[src/rtl/prio_encoder_rr_pkg.sv]
// Shared definitions for the request encoder family.
// Provides the selection-mode constants and the index wrap helper.
// No ports; imported by prio_encoder_rr and prio_encoder_rr_pick.
package prio_encoder_rr_pkg;

   localparam logic ENC_MODE_FIXED = 1'b0;
   localparam logic ENC_MODE_RR    = 1'b1;

   // Next index with an explicit wrap at n-1, so non-power-of-2 sizes
   // never step into the unused upper codes of the index field.
   function automatic int unsigned nxt_idx(input int unsigned i, input int unsigned n);
      return (i == n - 32'd1) ? 32'd0 : i + 32'd1;
   endfunction

endpackage

[src/rtl/prio_encoder_rr_pick.sv]
// Purpose: combinational winner search over an N-bit request vector.
// Latency: none (pure combinational). Backpressure: n/a, caller decides when to sample.
// Ports: req (requests), pe (round-robin start index), mode (fixed/RR) ->
//        winner (index), any (req!=0), multi (more than one req bit set).
module prio_encoder_rr_pick
   import prio_encoder_rr_pkg::*;
#(
   parameter  int N = 8,
   localparam int W = $clog2(N)
) (
   input  logic [N-1:0] req,
   input  logic [W-1:0] pe,
   input  logic         mode,
   output logic [W-1:0] winner,
   output logic         any,
   output logic         multi
);

   logic [N-1:0] mask_ge;
   logic [N-1:0] masked;
   logic [W-1:0] hi_idx;
   logic [W-1:0] lo_idx;
   logic [W-1:0] lo_ge_idx;

   always_comb begin
      mask_ge   = '0;
      hi_idx    = '0;
      lo_idx    = '0;
      lo_ge_idx = '0;
      for (int i = 0; i < N; i++) begin
         mask_ge[i] = (i >= int'(pe));
      end
      masked = req & mask_ge;
      // Ascending scan: last hit is the highest set index.
      for (int i = 0; i < N; i++) begin
         if (req[i]) hi_idx = W'(i);
      end
      // Descending scan: last hit is the lowest set index.
      for (int i = N - 1; i >= 0; i--) begin
         if (req[i])    lo_idx    = W'(i);
         if (masked[i]) lo_ge_idx = W'(i);
      end
      any = |req;
      // Clearing the lowest set bit leaves something only if two or more were set.
      multi = |(req & (req - N'(1)));
      if (mode == ENC_MODE_RR) begin
         winner = (|masked) ? lo_ge_idx : lo_idx;
      end else begin
         winner = hi_idx;
      end
   end

endmodule

[src/rtl/prio_encoder_rr.sv]
// Purpose: N-bit request encoder (fixed priority or round-robin) with a 1-deep registered result.
// Latency: 1 clock from req to out_*; all outputs come straight from flops.
// Backpressure: result held while out_valid & !out_ready; new load in the same cycle as accept.
// Ports: clk, rst (sync active-high), req[N], out_ready -> out_valid, out_idx[W],
//        out_onehot[N], out_multi.
module prio_encoder_rr
   import prio_encoder_rr_pkg::*;
#(
   parameter  int N  = 8,
   parameter  int RR = 0,
   localparam int W  = $clog2(N)
) (
   input  logic         clk,
   input  logic         rst,
   input  logic [N-1:0] req,
   input  logic         out_ready,
   output logic         out_valid,
   output logic [W-1:0] out_idx,
   output logic [N-1:0] out_onehot,
   output logic         out_multi
);

   logic [W-1:0] ptr;
   logic [W-1:0] pe;
   logic [W-1:0] nxt_out;
   logic [W-1:0] winner;
   logic         any;
   logic         multi;
   logic         accept;
   logic         load;
   logic         mode;

   assign accept  = out_valid & out_ready;
   assign load    = !out_valid | out_ready;
   assign nxt_out = W'(nxt_idx(32'(out_idx), N));
   assign mode    = (RR != 0) ? ENC_MODE_RR : ENC_MODE_FIXED;
   // The grant being consumed this cycle already moves the search start,
   // so back-to-back grants rotate without waiting for ptr to update.
   assign pe      = (RR != 0) ? (accept ? nxt_out : ptr) : '0;

   prio_encoder_rr_pick #(.N(N)) u_pick (
      .req    (req),
      .pe     (pe),
      .mode   (mode),
      .winner (winner),
      .any    (any),
      .multi  (multi)
   );

   always_ff @(posedge clk) begin
      if (rst) begin
         out_valid  <= 1'b0;
         out_idx    <= '0;
         out_onehot <= '0;
         out_multi  <= 1'b0;
         ptr        <= '0;
      end else begin
         // ptr advances on every accept, even if nothing new is loaded.
         if ((RR != 0) && accept) begin
            ptr <= nxt_out;
         end
         if (load) begin
            out_valid  <= any;
            out_idx    <= any ? winner : '0;
            out_onehot <= any ? (N'(1) << winner) : '0;
            out_multi  <= multi;
         end
      end
   end

endmodule

[config.mk]
export PLATFORM = sky130hd
export DESIGN_NAME = prio_encoder_rr
export DESIGN_NICKNAME = d
export VERILOG_FILES = /design/src/rtl/prio_encoder_rr_pkg.sv /design/src/rtl/prio_encoder_rr_pick.sv /design/src/rtl/prio_encoder_rr.sv
export SDC_FILE = /design/constraint.sdc
export NUM_CORES = 1
export LEC_CHECK = 0
export CAP_MARGIN = 5
export CORE_ASPECT_RATIO = 1.75
export CORE_MARGIN = 2
export CORE_UTILIZATION = 30
export DETAILED_ROUTE_END_ITERATION = 16
export PLACE_DENSITY = 0.56
export SLEW_MARGIN = 5
export SYNTH_ARGS = -nofsm -noshare
export SYNTH_HDL_FRONTEND = slang
export SYNTH_HIERARCHICAL = 1
export SYNTH_SLANG_ARGS = --single-unit
[constraint.sdc]
create_clock -name clk -period 2.79 [get_ports clk]
set_clock_uncertainty 0.15 [all_clocks]
set_input_delay 0.837 -clock clk [delete_from_list [all_inputs] [get_ports clk]]
set_output_delay 0.837 -clock clk [all_outputs]
set_load 0.05 [all_outputs]
-- Word-level counts from Yosys, hierarchy flattened
Cells that the tools add are included.
- logic and storage cells: 20
- register bits: 13
- latch bits: 0
- memories: 0
- output and inout port bits: 13
- ROM bits: 0
- input port bits: 11
- memory bits (writable): 0
- add/subtract/negate cells: 1
- shift-type cells: 1
- mux-type cells: 9
- reductions and logical operators: 3
- eq/ne operators: 0
- order comparisons: 0
- multipliers: 0
- divide/modulo/power cells: 0
- bitwise operators: 2
- operators by type and width (cell ; count):
    2-to-1 mux 3 bit ; 7
    OR reduction 8 bit ; 2
    AND 8 bit ; 1
    2-to-1 mux 8 bit ; 1
    << shifter 1 x 3 -> 8 bit (first input constant) ; 1
    subtractor 8 x 1 -> 8 bit (second input constant) ; 1
    logical NOT 1 bit ; 1
    2-to-1 mux 1 bit ; 1
    bitwise OR 1 bit ; 1

-- Longest topological paths before layout
Gate-level depths: netlist of the first run.
- depth in word-level cells: 9
- depth in mapped cells: 8
- mapped depth without buffers: 7

-- Modules after synthesis
The synthesis of the first run kept the hierarchy.
- by module, submodules not included (module ; times used ; area each (um2) ; cells an instance ; sequential area each (um2)):
    prio_encoder_rr ; 1 ; 489.2 ; 53 ; 260.2
    prio_encoder_rr_pick ; 1 ; 356.6 ; 61 ; 0.0

-- Worst setup path after synthesis of the first run
OpenSTA, ideal clock, no wires.
- kind: input-to-reg
- from: input port req[6]
- to: register out_onehot[3]
- required time: 2.571 ns
- cell stages on the path: 7
- arrival: 1.985 ns
- path slack: 0.586 ns
- setup time: 0.069 ns
- path buffers: 0
- path through: or2_2 -> nor3_1 -> nor2_1 -> a21oi_1 -> o22ai_1 -> nand3b_1 -> o21ai_1
- cells in the longest elaborated chain, start to end: 4
- elaborated cells on any way between the ends: 5
- classes of those cells: shift: 1; mux: 3; reduce/logical: 1
- RTL lines (element ; line ; text):
    from (decl) ; prio_encoder_rr.sv:15 ; input logic [N-1:0] req,
    2-to-1 mux 3 bit (2 in a row) ; prio_encoder_rr_pick.sv:36 ; if (req[i]) hi_idx = W'(i);
    via winner[2] ; prio_encoder_rr.sv:26 ; logic [W-1:0] winner;
    << shifter 1 x 3 -> 8 bit ; prio_encoder_rr.sv:65 ; out_onehot <= any ? (N'(1) << winner) : '0;
    2-to-1 mux 8 bit ; prio_encoder_rr.sv:65 ;
    to (signal assigned) ; prio_encoder_rr.sv:65 ;
    to (decl) ; prio_encoder_rr.sv:19 ; output logic [N-1:0] out_onehot,
The timed path passes the listed nets, and every way through them passes these cells.
A chain may end at the register's enable or synchronous reset.

-- Worst setup path in the final report of the first run
- from: input port req[2]
- to: register out_onehot[5]
- cells in the longest elaborated chain, start to end: 8
- elaborated cells on any way between the ends: 9
- classes of those cells: shift: 1; mux: 7; reduce/logical: 1
- RTL lines (element ; line):
    2-to-1 mux 3 bit (6 in a row) ; prio_encoder_rr_pick.sv:36
    via winner[0] ; prio_encoder_rr.sv:26
    << shifter 1 x 3 -> 8 bit ; prio_encoder_rr.sv:65
    2-to-1 mux 8 bit ; prio_encoder_rr.sv:65
The timed path passes the listed nets, and every way through them passes these cells.

==> results.txt, run 1 <==
- The flow ran to the end, and the final reports show no timing, DRC or antenna violations.
- TritonCTS clock tree: built
* Top-area cell type share of the netlist area: around 31%
- Number of routed nets with antenna violations: 0
* Initial antenna violation count: 0
- Class of the tightest hold or removal check: reg2reg
* Post-Place Setup Slack: -64.1 ps
- Routability-driven placement finished with a final weighted congestion of around 0.9.
- Static leakage: 0.562 nW
- In this run the worst path has a maximum fanout of 5.
- The routed design has 2200 um of wire.
- Worst-case setup margin in the final layout: roughly 180 ps
- 0 antenna diodes ended up in the layout.
* Number of DRC violations after detailed-routing iteration 0: 17
- In this run the vertical extent of the chip is 74.2 um.
- Buffers added to address setup during post-CTS repair amount to 0.
* Area delta synth->final: 58.1%
* Total instance count after detailed placement: ~200
- Clock-pin slew was measured on the worst setup and hold paths at approximately 50 ps.
- The number of cells on the worst reg-to-reg path is 3.
- Cell chain of the critical path: clkdlybuf4s50_1 -> nand2b_1 -> a21oi_1 -> o21a_1 -> nor3_1 -> a31oi_1 -> or3b_1 -> o21ai_1
* Post-synth design cell area: ~850 um^2
- In this run the power density over the cells is approximately 410 nW/um^2.
* Final-report max-slew violation count: 0
- The share of total power dissipated in combinational logic is around a third.
* Min cycle time layout: roughly 2600 ps
* DR vias: roughly 970
* Area of the core: about 2700 um^2
- Once the floorplan was initialized, standard cells occupied a little under a third of the core.
* Critical Path Sink Type: flop
- Number of nets at the end of the flow: 190
- Counting every sink on the clock net gives 13.
- Number of synthesized flops with an enable pin: 0
- Fraction of synthesis flops using an asynchronous set or reset pin: 0%
* Hold Fails Final Rpt: 0
- Clock buffers created by TritonCTS: 3
* Met1 track demand over resource in global routing: between 15 and 20%
- Count of max-cap constraint violations: 0
- Port bufs: 23
- Clock share of power: between 30% and 40%
- Summed over all layers, the global routing overflow is 0.
- Counting every instance in the synthesized netlist gives between 100 and 150.
* Remaining routing DRC violations: 0
- Number of stages on the worst hold path: 2
- After filler insertion, the fill cell instance count of the layout stands at 271.
* Overall Power: around 0.54 mW
- On the final layout, the worst hold slack is between 200 and 300 ps.
- Setup violations remaining at the end of the flow were counted as 0.
- For this run, the register share of the synthesized area comes to a little under a third.
- Ranked by total cell area, the synthesized netlist is headed by dfxtp_1 31%, nand3b_1 8.9%, a21oi_1 5.3%.
- At the worst endpoint, the arrival time is 2630 ps.
* Met2 layer usage reported by global route: 30.1%
- Largest stage delay on the critical path: roughly 470 ps
- For the worst setup path, the data required time is between 2000 and 3000 ps.
- After global routing, the most crowded layer is met2.
- Cell at the root of the clock tree: clkbuf_8
- The first global-routing pass estimated about 3800 um of wire.
- Power Internal: between 0.3 and 0.4 mW
- Clock latency on the worst-skew pair, taken at its later pin, is 240 ps.
- Number of storage elements in the synthesis netlist: 13
- Post-cts hold buffer count: 0
- Post_cts resized: 0
* Max IR drop VDD: about 200 uV
- Vias per std cell: approximately 4.7
- Final cell count without fillers: between 200 and 250
- Fraction of final layout cells with drive strength greater than 1: ~13%
- The clock passes through at most 2 buffers.
* Worst slew margin relative to its limit: around 66%
- Global Route met3 Usage: 2.43%
- In this run the number of H-tree levels came out at 1.
* Die width: ~44 um
- NetSw: about 0.17 mW
* Reg power frac: 37.4%
- Net switching is ~31% of the power.
- Sum of net half-perimeters after detailed placement: 1870 um
- Global routing used roughly 15% of the available tracks across all layers.
* Top achievable clock speed: 383 MHz
* Cell with the largest stage delay on the worst path: clkdlybuf4s50_1
- Total negative slack: 0 ps
- The worst setup path is launched from an input pin.
- The initialized floorplan defines 25 standard-cell rows.
- Ports placed on the boundary: 24
- Vias in the first global route: slightly above 900
* Unique masters post-synth: 39
- The most used flip-flop cell after synthesis is dfxtp_1.
- Count of warnings emitted by yosys: 6
- Entering global routing, the biggest net connects 14 pins.
- Before antenna repair, the detailed router went through 4 iterations.
- Wirelength per Cell: around 11 um
- In the finished design, the share of the clock period the worst path needs comes to 93.6%.
- Cell type with the largest total area after synthesis: dfxtp_1
- Setup repair after global routing left no endpoint under its margin.
- Averaged over all synthesized cells, the footprint is 7.42 um^2.
- Area enclosed by the die boundary: about 3300 um^2
* Crit Path Class: in2reg
- For the pin with the worst max-slew slack, the measured transition is approximately 490 ps.
## final timing paths
| path | start | to | slack (ps) |
|---|---|---|---|
| worst min register to register | out_multi | out_multi | 300 |
| worst max-delay path | req[2] | out_onehot[5] | 180 |
| worst max register to register | out_valid | out_idx[0] | 1600 |
| worst min-delay path | out_multi | out_multi | 300 |
## layout make-up
cell class / count / area [um^2] / share of cell area, %
Multi-Input combinational cell: 120 / 644 / 48.2
Timing Repair Buffer: 38 / 343 / 25.6
Clock buffer: 4 / 45.0 / 3.37
Inverter: 3 / 11.3 / 0.842
Tap cell: 27 / 33.8 / 2.53
Sequential cell: 13 / 260 / 19.5
## critical path, delay by kind of cell
kind,cells,cell delay (ps)
compound gates,4,710
simple gates,3,620
buf+inv,1,470
## sequential cells by signal, indices dropped and copies added, names as in the netlist
| signal | flops |
|---|---|
| out_multi | 1 |
| out_valid | 1 |
| out_onehot | 8 |
| out_idx | 3 |
## cell families after synthesis
group           synth area share [%]
buf+inv                         4.58
other cells                    0.443
compound gates                  27.4
flops                           30.8
fa+ha+maj                       1.18
simple gates                    35.7
## cell usage after synthesis, drive strengths merged (2+ instances only)
master,number
a21boi,3
and2b,2
o21a,2
inv,3
dfxtp,13
nor3,5
nand3,5
buf,3
o22ai,3
nand2b,2
nor2,12
a21oi,10
o21ai,12
nand2,12
or3b,2
nand3b,10
## metrics by stage
stage,instance area (um^2),utilization [%]
final,1340,49.7
after global routing,1340,49.7
after CTS,1340,49.7
after detailed placement,1290,48.0
after global placement,1290,48.0
after floorplan,943,-
## routing by layer
metal | vias up | share of wire [%]
li1 | 516 | -
met1 | 431 | 39
met2 | 20 | 56
met3 | 2 | 2.9
met4 | 0 | 1.1
met5 | - | 0
## power groups by stage
stage / registers, mW / clock network, mW / logic [mW]
after floorplan: 0.246 / 0 / 0.0671
after global placement: 0.206 / 0 / 0.176
after detailed placement: 0.207 / 0 / 0.177
after CTS: 0.203 / 0.166 / 0.178
after global routing: 0.204 / 0.176 / 0.193
final: 0.203 / 0.162 / 0.177
## layout by cell type, fill, tap and decap left out, types with 5 or more instances in the layout
cell	netlist	routed
a21oi_1	9	9
buf_4	1	15
clkdlybuf4s50_1	0	23
conb_1	1	27
dfxtp_1	13	13
nand2_1	12	12
nand3b_1	10	10
nor2_1	11	11
nor3_1	5	5
o21ai_1	9	9
Power figures use the tool's default switching activity.
==> inputs of run 2 (changes only) <==
==> constraint.sdc (replaced) <==
create_clock -name clk -period 2.85 [get_ports clk]
set_clock_uncertainty 0.15 [all_clocks]
set_input_delay 0.855 -clock clk [delete_from_list [all_inputs] [get_ports clk]]
set_output_delay 0.855 -clock clk [all_outputs]
set_load 0.05 [all_outputs]
==> run 2 against run 1 <==
  * Final cell count down 0.49%
  * Register-to-register slack better by 70 ps
  * First-iteration DRC count down 71%
  * Critical path type unchanged
  * Clock power down 3%
  * Die area unchanged
  * Largest power group unchanged
  * Combinational power down 2%
  * Critical endpoint unchanged
  * Worst setup slack better by 78 ps
  * Non-clock buffer count down 1
==> results.txt, run 2 (synthesized netlist as in run 1, its figures left out) <==
* First-pass GRT wire length: 3900 um (+3.3%)
- Final design instance area without fill: 1330 um^2 (-0.56%)
- Startpoint kind of the worst setup timing path: input pin
* Global route overflow: 0 (unchanged)
- Max IR drop VDD: 158 uV (-21%)
* Wirelength per Cell: 10.8 um (+0.58%)
- The max-slew violation total from the final report was 0 (unchanged).
* Total detailed-routing wirelength: 2200 um (about the same)
- The weighted congestion at the end of routability-driven global placement is 0.872 (-1.6%).
- The first-pass iteration count of the detailed router came to 4 (unchanged).
* Die width: 44.1 um (unchanged)
- The number of nets in the final layout came to 189 (-0.53%).
* Die height: 74.2 um (unchanged)
- Largest Register: out_onehot
- Critical path data required time: 2870 ps (+60 ps)
- The portion of total power attributed to the clock network came to 29.8% (-0.2 points).
* Max Fanout on Critical Path: 5 (unchanged)
- The total global routing track utilization was 15.4% (+0.39 points).
- Utilization of the core after routing: 49.4% (-0.28 points)
- Vias per std cell: 4.83 (+2.3%)
- The detailed placement HPWL was 1910 um (+2.3%).
* Number of DRC violations after detailed-routing iteration 0: 5 (-12)
- Maximum clock path buffer count: 2 (unchanged)
- Effective utilization at floorplan: 31.4% (unchanged)
- The core area came to 2690 um^2 (unchanged).
* Count of max-cap constraint violations: 0 (unchanged)
* Power Internal: 0.364 mW (-2.3%)
* NetSw: 0.165 mW (-2.8%)
- The fraction of layout cells with a size suffix above 1 is 12.4% (-0.49 points).
- The via count of the first global-routing pass is 991 (+8.8%).
* Total negative slack: 0 ps (unchanged)
- Initial antenna violation count: 0 (unchanged)
- The critical path in this run is classified as in2reg.
* Port bufs: 23 (unchanged)
- The power per cell area is 397 nW/um^2 (-1.9%).
* Most common library cell in the layout ignoring fill and taps: conb_1
- DR vias: 986 (+1.8%)
- Remaining routing DRC violations: 0 (unchanged)
- The antenna cell count was 0 (unchanged).
* Standard-cell rows: 25 (unchanged)
- The die outline area is 3280 um^2 (unchanged).
- H-tree depth: 1 (unchanged)
* Top achievable clock speed: approximately 390 MHz
- The total setup buffers inserted after CTS came to 0 (unchanged).
- The post-cts repair resize count was 0 (unchanged).
- Clock buffers created by TritonCTS: 3 (unchanged)
* Period Utilization, post-route: 91.0%
- The clock slew seen by the registers of the worst setup and hold paths is 50 ps (about the same).
- Ports placed on the boundary: 24 (unchanged)
- Hold Fails Final Rpt: 0 (unchanged)
- Top flop regs: out_onehot: 8 flops, out_idx: 3 flops
* Highest-count cells in the layout ignoring fill and taps: 27 x conb_1, 23 x clkdlybuf4s50_1, 14 x buf_4
- Outcome: finished, final reports clean
- The count of nets left with antenna violations after detail routing is 0 (unchanged).
- Worst slew margin relative to its limit: 66.2% (-0.078 points)
* Class of the tightest hold or removal check: reg2reg
- Post-cts hold buffer count: 0 (unchanged)
* Reg power frac: 37.5% (about the same)
- Transition time at the pin with the least slew margin: 506 ps (+12.3 ps)
- Area after DPL: 1280 um^2 (-0.58%)
- STA classifies the critical path endpoint as a flop.
- Insertion delay to the later sink of the worst-skew pair: 240 ps (about the same)
- Overall Power: 0.529 mW (-2.5%)
- The smallest clock period supported by the final layout is computed as between 2000 and 3000 ps.
- TritonCTS clock tree: built
- Data arrival time at the worst-slack endpoint: 2610 ps (-20 ps)
- Cell at the root of the clock tree: clkbuf_8
- Combinational cell fraction of total power: 32.7% (about the same)
- The switching portion of total power is 31.2% (-0.11 points).
- The maximum number of pins on one net before global-route repair came to 14 (unchanged).
- Largest register FFs: 8 (unchanged)
- The number of sinks driven by the clock tree came to 13 (unchanged).
- Setup repair after global routing left no endpoint under its margin.
- Setup violation total in the final timing report: 0 (unchanged)
* Number of filler instances in the final layout: 287 (+5.9%)
- The static leakage is 0.557 nW (-0.86%).
- The area growth from synthesis to layout is 57.2%.
run 2: changes by cell type in the layout (fill, tap and decap cells not counted):
cell	change
buf_4	-1
run 2: per-layer routing:
metal | part of all wire (%) | vias up | wire length, um | GRT usage, %
met1 | 36 | 435 | 783 | 14.0
li1 | - | 517 | - | -
met4 | 4.4 | 0 | 97 | 8.75
met5 | 0 | - | 0 | 0
met3 | 3.5 | 10 | 77 | 1.70
met2 | 56 | 24 | 1240 | 30.9
run 2: area by class of cell:
type / instances / area [um^2] / share of cell area, %
multi-input combinational: 120 / 644 / 48.4
sequential: 13 / 260 / 19.6
tap: 27 / 33.8 / 2.54
clock buffer: 4 / 45.0 / 3.39
timing repair buffer: 37 / 335 / 25.2
inverter: 3 / 11.3 / 0.847
run 2: power groups by stage:
stage	clock network, mW	logic, mW	registers, mW
after floorplan	0	0.0657	0.240
after global placement	0	0.172	0.202
after detailed placement	0	0.173	0.202
after CTS	0.162	0.173	0.199
after global routing	0.171	0.189	0.200
final	0.157	0.173	0.198
run 2: path summary, 6_finish.rpt:
check / slack, ps / to / start / cells past startpoint
max reg2reg: 1670 / out_idx[2] / out_valid / 3
min reg2reg: 300 / out_multi / out_multi / 2
max: 260 / out_onehot[5] / req[2] / 8
min: 300 / out_multi / out_multi / 2
run 2: per-stage QoR:
step,hold slack [ps],setup slack (ps),std cells
global route,326,47.8,204
global placement,293,28.9,200
floorplan,517,628,140
finish,303,256,204
detailed placement,298,10.5,200
CTS,306,243,204
run 2: worst max-delay path, stage by stage:
cell             delay (ps)
clkdlybuf4s50_1         460
nand2b_1                170
a21oi_1                 140
o21a_1                  120
nor3_1                   40
a31oi_1                 290
or3b_1                  400
o21ai_1                 130
==> inputs of run 3 (changes only) <==
--- a/config.mk
+++ b/config.mk
@@ -5,10 +5,11 @@
 export SDC_FILE = /design/constraint.sdc
 export NUM_CORES = 1
 export LEC_CHECK = 0
-export CAP_MARGIN = 5
+export CAP_MARGIN = 20
 export CORE_ASPECT_RATIO = 1.75
 export CORE_MARGIN = 2
 export CORE_UTILIZATION = 30
+export CTS_BUF_LIST = sky130_fd_sc_hd__clkbuf_16
 export DETAILED_ROUTE_END_ITERATION = 16
 export PLACE_DENSITY = 0.56
 export SLEW_MARGIN = 5
==> run 3 against run 2 <==
  * Register-to-register slack about the same
  * Die area unchanged
  * Utilization up 1.3 points
  * Global-route usage up 0.44 points
  * Via count up 0.10%
  * Flip-flop and latch count unchanged
  * Critical endpoint unchanged
==> results.txt, run 3 (synthesized netlist as in run 1, its figures left out) <==
- Outcome: finished, final reports clean
- The worst hold margin came to 302 ps (-1.43 ps).
* Total detailed-routing wirelength: 2210 um (+0.27%)
* Remaining routing DRC violations: 0 (unchanged)
- Total negative slack: 0 ps (unchanged)
* Worst slew margin relative to its limit: 66.2% (about the same)
* Insertion delay to the later sink of the worst-skew pair: 240 ps (about the same)
* Fraction of final layout cells with drive strength greater than 1: 12.4% (unchanged)
- Highest-count cells in the layout ignoring fill and taps: 27 x conb_1, 23 x clkdlybuf4s50_1, 14 x buf_4
- The top fanout value on the critical path was 5 (unchanged).
* TritonCTS clock tree: built
* Number of stages on the worst hold path: 2 (unchanged)
- The arrival time reported for the critical path endpoint was 2610 ps (about the same).
* Post-CTS Setup Inserts: 0 (unchanged)
- Routability-driven placement congestion ratio: 0.872 (unchanged)
- Max IR drop VDD: 232 uV (+47%)
- The static leakage came to 0.577 nW (+3.5%).
- The number of antenna violations at the first check in global routing came to 0 (unchanged).
- The instance count after placement with tap cells included came to 200 (unchanged).
- In the final layout, the registers with the most flip-flops are out_onehot: 8 flops, out_idx: 3 flops.
- The power per cell area is 460 nW/um^2 (+16%).
- The via count of the first global-routing pass is 984 (-0.71%).
* Ports placed on the boundary: 24 (unchanged)
* Post-Place Setup Slack: 10.5 ps (unchanged)
* Startpoint kind of the worst setup timing path: input pin
- Global route overflow: 0 (unchanged)
- Area of the core: 2690 um^2 (unchanged)
- Worst reg2reg path depth: 3 (unchanged)
* Area delta synth->final: 61.2%
* Effective utilization at floorplan: 31.4% (unchanged)
- Setup violation total in the final timing report: 0 (unchanged)
- The number of buffers inserted during clock tree synthesis was 3 (unchanged).
- The die span in y was 74.2 um (unchanged).
- Count of max-cap constraint violations: 0 (unchanged)
- Die width: 44.1 um (unchanged)
* Largest register FFs: 8 (unchanged)
* Maximum clock path buffer count: 2 (unchanged)
- The total of hold buffers inserted after clock tree synthesis was 0 (unchanged).
* Min cycle time layout: 2600 ps (+1.24 ps)
* RSZ-0062 raised after global routing: no
- Wirelength per Cell: 10.8 um (+0.27%)
- Sum of net half-perimeters after detailed placement: 1910 um (unchanged)
* Post_cts resized: 0 (unchanged)
- Standard-cell rows: 25 (unchanged)
* Port bufs: 23 (unchanged)
- Class of the tightest hold or removal check: reg2reg
- The worst setup path is of the in2reg kind.
* Final cell count without fillers: 204 (unchanged)
- First-pass GRT wire length: 3950 um (+1.2%)
- Number of clock sinks seen by CTS: 13 (unchanged)
* Pin count of the biggest net entering global routing: 14 (unchanged)
* Top achievable clock speed: 385 MHz (about the same)
- The number of vias after detailed routing was 987 (+0.10%).
* Area enclosed by the die boundary: 3280 um^2 (unchanged)
- Ant diodes: 0 (unchanged)
* Largest Register: out_onehot
- Transition time at the pin with the least slew margin: 506 ps (+0.00101 ps)
* Period Utilization, post-route: 91.1% (about the same)
* Vias per std cell: 4.84 (+0.10%)
- Number of DRC violations after detailed-routing iteration 0: 20 (+15)
* Number of routed nets with antenna violations: 0 (unchanged)
- Most common library cell in the layout ignoring fill and taps: conb_1
* Worst-case setup margin in the final layout: 255 ps (-1.24 ps)
- The data required time of the worst path is 2870 ps (about the same).
- The clock slew seen by the registers of the worst setup and hold paths is 40 ps (about the same).
* Critical Path Sink Type: flop
- Hold Fails Final Rpt: 0 (unchanged)
- In this run the clock root is driven by a clkbuf_16.
- GRT Overall Usage: 15.8% (+0.44 points)
- H-tree depth: 1 (unchanged)
- Number of nets at the end of the flow: 189 (unchanged)
- Detailed-routing iteration count for the pre-antenna-repair pass: 4 (unchanged)
- Final-report max-slew violation count: 0 (unchanged)
-- run 3: cell count changes in the layout (fill, tap and decap cells not counted), sizes merged --
cell / delta
inv: +1
clkbuf: -1
-- run 3: worst max-delay path, cell delays in order --
cell and delay (ps):
clkdlybuf4s50_1 460, nand2b_1 170, a21oi_1 140, o21a_1 120, nor3_1 40, a31oi_1 290
or3b_1 400, o21ai_1 130
-- run 3: worst paths after layout --
path                  start       endpoint  slack [ps]
setup / recovery     req[2]  out_onehot[5]         250
hold / removal    out_multi      out_multi         300
setup reg to reg  out_valid     out_idx[2]        1670
hold reg to reg   out_multi      out_multi         300
-- run 3: metal layers --
metal | wire (um) | track usage, %
met1 | 774 | 14.3
met2 | 1230 | 31.2
met3 | 93 | 2.43
met4 | 112 | 9.43
met5 | 0 | 0
-- run 3: through the flow --
| step | utilization, % | cell area, um^2 | power (mW) |
|---|---|---|---|
| 2_1_floorplan | - | 943 | 0.306 |
| 3_3_place_gp | 47.8 | 1280 | 0.374 |
| 3_5_place_dp | 47.8 | 1280 | 0.375 |
| 4_1_cts | 50.7 | 1360 | 0.632 |
| 5_1_grt | 50.7 | 1360 | 0.659 |
| 6_report | 50.7 | 1360 | 0.627 |
-- run 3: final cells by class --
type                            instances  area, um^2
Tap cell                               27        33.8
Clock inverter                          1        3.75
Inverter                                3        11.3
Clock buffer                            3        75.1
Sequential cell                        13         260
Multi-Input combinational cell        120         644
Fill cell                             286        1330
Timing Repair Buffer                   37         335
-- run 3: where the power goes --
group	leakage (nW)	internal, mW	total [mW]	switching, mW
Clock	0.0423	0.184	0.255	0.0707
Combinational	0.428	0.0724	0.173	0.101
Sequential	0.107	0.194	0.199	0.00532
